$ cat config.mk
export PLATFORM = sky130hd
export DESIGN_NAME = palette_write_sched
export DESIGN_NICKNAME = d
export VERILOG_FILES = /design/src/rtl/palette_write_sched.sv
export SDC_FILE = /design/constraint.sdc
export NUM_CORES = 1
export LEC_CHECK = 0
export BUFFER_PORTS_ARGS = -buffer_cell sky130_fd_sc_hd__buf_2
export CORE_MARGIN = 8
export CORE_UTILIZATION = 45
export DETAILED_ROUTE_END_ITERATION = 8
export PLACE_DENSITY = 0.7
export SLEW_MARGIN = 20
export SYNTH_ARGS = -nofsm -noshare
export SYNTH_HDL_FRONTEND = slang
export SYNTH_SLANG_ARGS = --single-unit
$ cat constraint.sdc
create_clock -name clk_pix -period 2.3 [get_ports clk_pix]
set_input_delay 0.46 -clock clk_pix [delete_from_list [all_inputs] [get_ports clk_pix]]
set_output_delay 0.46 -clock clk_pix [all_outputs]
set_load 0.01 [all_outputs]
$ cat src/rtl/palette_write_sched.sv
// Palette RAM write-port scheduler. It queues CPU palette writes in a FIFO and commits
// them only during blanking, so that a palette update never tears an active scanline.
module palette_write_sched #(
  parameter int unsigned DEPTH = 4
) (
  input  logic                     clk_pix,
  input  logic                     rst_n,
  input  logic                     wr_valid,
  output logic                     wr_ready,
  input  logic [7:0]               wr_index,
  input  logic [23:0]              wr_rgb,
  input  logic                     de_next,
  input  logic                     vblank_next,
  input  logic                     mode,
  output logic                     pal_we,
  output logic [7:0]               pal_addr,
  output logic [23:0]              pal_wdata,
  output logic [$clog2(DEPTH):0]   pending,
  output logic                     busy
);

  localparam int unsigned PW = $clog2(DEPTH);
  localparam int unsigned CW = PW + 1;

  typedef enum logic [1:0] {
    IDLE,
    HOLD,
    DRAIN
  } state_e;

  state_e        state_q, state_d;
  logic [CW-1:0] count_q, count_d;
  logic [PW-1:0] wptr_q, wptr_d;
  logic [PW-1:0] rptr_q, rptr_d;
  logic [31:0]   mem_q [DEPTH];

  logic          we_q, we_d;
  logic [7:0]    addr_q, addr_d;
  logic [23:0]   wdata_q, wdata_d;

  logic          win;
  logic          push;
  logic          pop;
  logic [31:0]   head;

  // The window is built from the _next flags, so a write registered now lands in blanking.
  assign win      = mode ? vblank_next : !de_next;
  assign wr_ready = (count_q != CW'(DEPTH));
  assign push     = wr_valid && wr_ready;
  assign pop      = (state_q == DRAIN) && win && (count_q != '0);
  assign head     = mem_q[rptr_q];

  always_comb begin
    count_d = count_q;
    wptr_d  = wptr_q;
    rptr_d  = rptr_q;
    if (push) begin
      wptr_d = wptr_q + PW'(1);
    end
    if (pop) begin
      rptr_d = rptr_q + PW'(1);
    end
    if (push && !pop) begin
      count_d = count_q + CW'(1);
    end else if (pop && !push) begin
      count_d = count_q - CW'(1);
    end
  end

  always_comb begin
    we_d    = pop;
    addr_d  = addr_q;
    wdata_d = wdata_q;
    if (pop) begin
      addr_d  = head[31:24];
      wdata_d = head[23:0];
    end
  end

  always_comb begin
    state_d = state_q;
    unique case (state_q)
      IDLE: begin
        if (push) begin
          state_d = win ? DRAIN : HOLD;
        end
      end
      HOLD: begin
        if (win) begin
          state_d = DRAIN;
        end
      end
      DRAIN: begin
        if (count_d == '0) begin
          state_d = IDLE;
        end else if (!win) begin
          state_d = HOLD;
        end
      end
      default: state_d = IDLE;
    endcase
  end

  always_ff @(posedge clk_pix or negedge rst_n) begin
    if (!rst_n) begin
      state_q <= IDLE;
      count_q <= '0;
      wptr_q  <= '0;
      rptr_q  <= '0;
      we_q    <= 1'b0;
      addr_q  <= '0;
      wdata_q <= '0;
    end else begin
      state_q <= state_d;
      count_q <= count_d;
      wptr_q  <= wptr_d;
      rptr_q  <= rptr_d;
      we_q    <= we_d;
      addr_q  <= addr_d;
      wdata_q <= wdata_d;
    end
  end

  // Storage needs no reset: occupancy is tracked by count_q alone.
  always_ff @(posedge clk_pix) begin
    if (push) begin
      mem_q[wptr_q] <= {wr_index, wr_rgb};
    end
  end

  assign pal_we    = we_q;
  assign pal_addr  = addr_q;
  assign pal_wdata = wdata_q;
  assign pending   = count_q;
  assign busy      = (state_q != IDLE);

endmodule

Word level (Yosys, flattened, before mapping) --
Memory sizes are Yosys's and may differ from the RTL's. A register that Yosys moved wholly into a read port is not among the register bits. Cells that the tools add are included. Widths: inputs -> output; s select.
Storage, ports and cells: bits in registers 10, RAM bits 128, input port bits 38, output and inout bits 38, logic and storage cells 41, memories kept 1
Operators by class: $add $sub $neg 4, eq/ne operators 6, mux-type cells 11, reduce and logical (&&, ||, !) cells 14
Memory list:
- mem_q | depth 4, width 32, read ports 1, clocked after Yosys merged registers in 1, write ports 1, line 35 | logic [31:0] mem_q [DEPTH];
Operator list (count):
- $mux 2 | 5
- $mux 3 | 2
- $pmux 2 s3 | 1
- $logic_and 1x1->1 | 5
- $add 2x1->2 const B | 2
- $logic_not 1->1 | 4
- $ne 2x2->1 const B | 2
- $add 3x1->3 const B | 1
- $logic_not 3->1 | 1
- $mux 1 | 3
- $ne 3x2->1 const B | 1
- $ne 3x3->1 const B | 1
- $reduce_and 3->1 | 1
- $reduce_bool 3->1 | 1
- $sub 3x1->3 const B | 1
- $eq 2x1->1 const B | 1
- $eq 2x2->1 const B | 1
- $logic_not 2->1 | 1
- $reduce_bool 2->1 | 1

Longest topological paths before layout --
word-level depth 10, gate-level depth with buffers 10, depth with buffers taken out 7

Worst setup path before layout --
No wires, ideal clock.
kind register -> register, start point register count_q[0] (netlist: pending[0]), end point memory mem_q[0][0], enable pin, library setup time 0.392 ns, data arrival time 2.009 ns, path slack -0.101 ns, stages on the path, launching flop included 6, buffers on the path 1, cell sequence dfrtp_1 > inv_1 > ha_1 > a21boi_1 > buf_2 > and2_1
Between the ends: word-level cells in the longest chain between the ends 4
RTL lines:
- from (decl) | line 32 | logic [CW-1:0] count_q, count_d;
- from (signal assigned) | line 115 | count_q <= count_d;
- $ne 3x3->1 | line 48 | assign wr_ready = (count_q != CW'(DEPTH));
- $logic_and 1x1->1 | line 49 | assign push = wr_valid && wr_ready;
- $mux 1 | line 126 | if (push) begin
- $mux 1 (implied by the code) | line 127 | mem_q[wptr_q] <= {wr_index, wr_rgb};
- to (decl) | line 35
No other way between the ends.

Worst setup path in the final report --
start point register count_q[0] (netlist: pending[0]), end point memory mem_q[0][20], enable pin
Same word-level chain as after synthesis.

==> metrics.txt <==
outcome finished, final reports clean; vias post-DR 3150; Slew Limit Fails 0; # DRC 0; Cells after Synth 303; Worst setup SP type register; Clock Latency Late Sink 0.42 ns; RSZ-0062 raised after global routing false; Max FO, Critical Path 19; CTS root buf clkbuf_16; P per Cell Area 1330 nW/µm²; Synth Area in Adders 1.36%; Compound-Gate Fraction of Synth Area 1.12%; CP arrival 2.12 ns; antenna violations before repair 1; kind of critical path reg -> reg; fin cells 596; clock skew 0.00801 ns; gr usage total 14.1%; Initial Util 45.3%; initial DRC count 204; drt via density 5.29; total die area 18500 µm²; Slew @ Worst Pin 0.584 ns; Fin. Hold Viols 0; Cell Area, Synth 6460 µm²; FF+latch count, synth 170; cts bufs inserted 17; GR Overflow Total 0; DR WL met3 802 µm; Post-synth EDFFs 128; DR top layer met5; postcts setup bufs 0; clock tree sinks 170; Die Height 136 µm; worst rel slew slack 61.1%; library cells used by synthesis 35; post-synthesis sequential area ratio 75.7%; layout cells sized above 1 47.0%; Worst R2R Path Depth 6; largest net degree at the start of global routing 24; Placed Cells 563; Mapped Avg Cell Area 21.3 µm²; # IOs 76; vias in the first global route 3419; final period utilization 86.8%; critical path capture point type register; wl on met1 5110 µm; WP data required 2.42 ns; Reg clk slew, reported paths 0.06 ns; Worst setup endpoint mem_q[0][20]; max cap viols 0; htree depth 4; IO buf count 75; Final TNS setup 0 ns; setup violators final 0; Post-Synth Simple-Gate Area 2.03%; r2r endpoint mem_q[0][20]; maximum achievable frequency 0.501 GHz; Worst Hold Class in -> async; XOR/XNOR share of the synthesized area 0.813%; metal2 WL 6190 µm; synth warn 0; Peak VDD IR 0.696 mV; syn nets 348; Primary FF master, synth edfxtp_1; count of hold-fix buffers inserted at cts 0; Core ar. 14300 µm²; global-route wire length before repair 19200 µm; die span in x 136 µm; fillcell total 1118; gp weighted congestion 0.759; Post-synth ARST share 24.7%; post-synthesis mux area share 17.0%; DP HPWL 7900 µm; 1st-pass router iterations 4; main combinational cell family by area after synthesis multiplexers; Layout Nets 443; post-layout min period 2.00 ns; reg2reg start pending[0]; critical path launch point pending[0]; synth-to-layout area growth 20.7%; post-route ant nets 0; clk buf depth 2; TritonCTS clock tree built; DR WL/cell 20.6 µm; Resized cells post-CTS 0; final WL 12300 µm; worst reg-to-reg setup slack 0.30 ns; row cnt 44; Pleak 2.88 nW
sequential cells by signal, indices dropped and copies added, names as in the netlist:
signal     cells
mem_q        128
pal_addr       8
pal_wdata     24
pal_we         1
pending        3
rptr_q         2
state_q        2
wptr_q         2
cells in the mapped netlist (3+ instances only):
cell type / instances / area, µm²
edfxtp_1: 128 / 3840
dfrtp_1: 42 / 1050
mux4_2: 32 / 721
mux2_2: 30 / 338
ha_1: 7 / 87.6
nand2_1: 7 / 26.3
buf_6: 5 / 56.3
inv_1: 5 / 18.8
xnor2_1: 5 / 43.8
and2_1: 4 / 25.0
clkbuf_1: 4 / 15.0
a21oi_1: 3 / 15.0
buf_2: 3 / 15.0
nor2_1: 3 / 11.3
how the worst min path moves through the flow:
stage                       start  slack, ns  depth (start not counted)       endpoint
finish                      rst_n       0.05                          1      rptr_q[0]
global route                rst_n       0.08                          1      rptr_q[0]
CTS                         rst_n       0.06                          1     pending[2]
detailed placement  pal_wdata[19]       0.48                          1  pal_wdata[19]
global placement    pal_wdata[20]       0.46                          1  pal_wdata[20]
floorplan                   rst_n       0.16                          0    pal_addr[0]
area by class of cell:
cell class	instances	area (µm²)	share of cell area, %
sequential	170	4900	62.8
multi-input combinational	113	1450	18.6
timing repair buffer	90	563	7.22
clock buffer	18	429	5.50
tap	184	230	2.95
clock inverter	14	204	2.62
inverter	6	22.5	0.289
antenna	1	2.50	0.0321
through the flow:
step	power (mW)	utilization (%)	area, µm²	hold WS, ns	setup slack, ns
floorplan	6.40	-	6470	0.164	0.231
CTS	10.5	54.7	7800	0.0592	0.308
global route	10.9	54.7	7800	0.0801	0.177
finish	10.4	54.7	7800	0.0461	0.305
global placement	7.39	50.2	7160	0.463	0.404
detailed placement	7.49	50.2	7160	0.480	0.332
power breakdown:
group	total, mW	internal [mW]	switching [mW]
combinational	2.75	1.44	1.31
clock	3.03	1.91	1.12
sequential	4.62	4.17	0.452
placed cells by master, fill, tap and decap left out, drive strengths merged, types with 6 or more instances in the layout:
| master | count |
|---|---|
| inv | 6 |
| clkbuf | 18 |
| clkinv | 6 |
| nand2 | 7 |
| mux2 | 32 |
| mux4 | 32 |
| buf | 90 |
| edfxtp | 128 |
| ha | 7 |
| dfrtp | 42 |
per-layer routing:
layer  global-route usage [%]  vias to the layer above
met1                     16.9                     1659
met4                     4.21                        2
met5                        0                        -
met3                     5.65                       13
met2                     23.0                       81
li1                         -                     1395
kinds of logic (layout without fill, tap and decap cells):
kind of cell / Yosys count / after routing
flip-flops: 170 / 170
XOR/XNOR: 6 / 6
other: 0 / 1
adder cells (fa/ha/maj): 7 / 7
buffers and inverters: 20 / 128
AO/OA/AOI/OAI: 10 / 10
multiplexers: 66 / 66
AND/OR/NAND/NOR: 24 / 24
worst max-delay path: stages, from the launching register on:
cell	delay, ns
dfrtp_1	0.45
inv_1	0.12
ha_1	0.27
a21boi_1	0.16
buf_4	0.19
and2_2	0.29
buf_12	0.21
No activity file was read; power rests on OpenSTA's default activity.
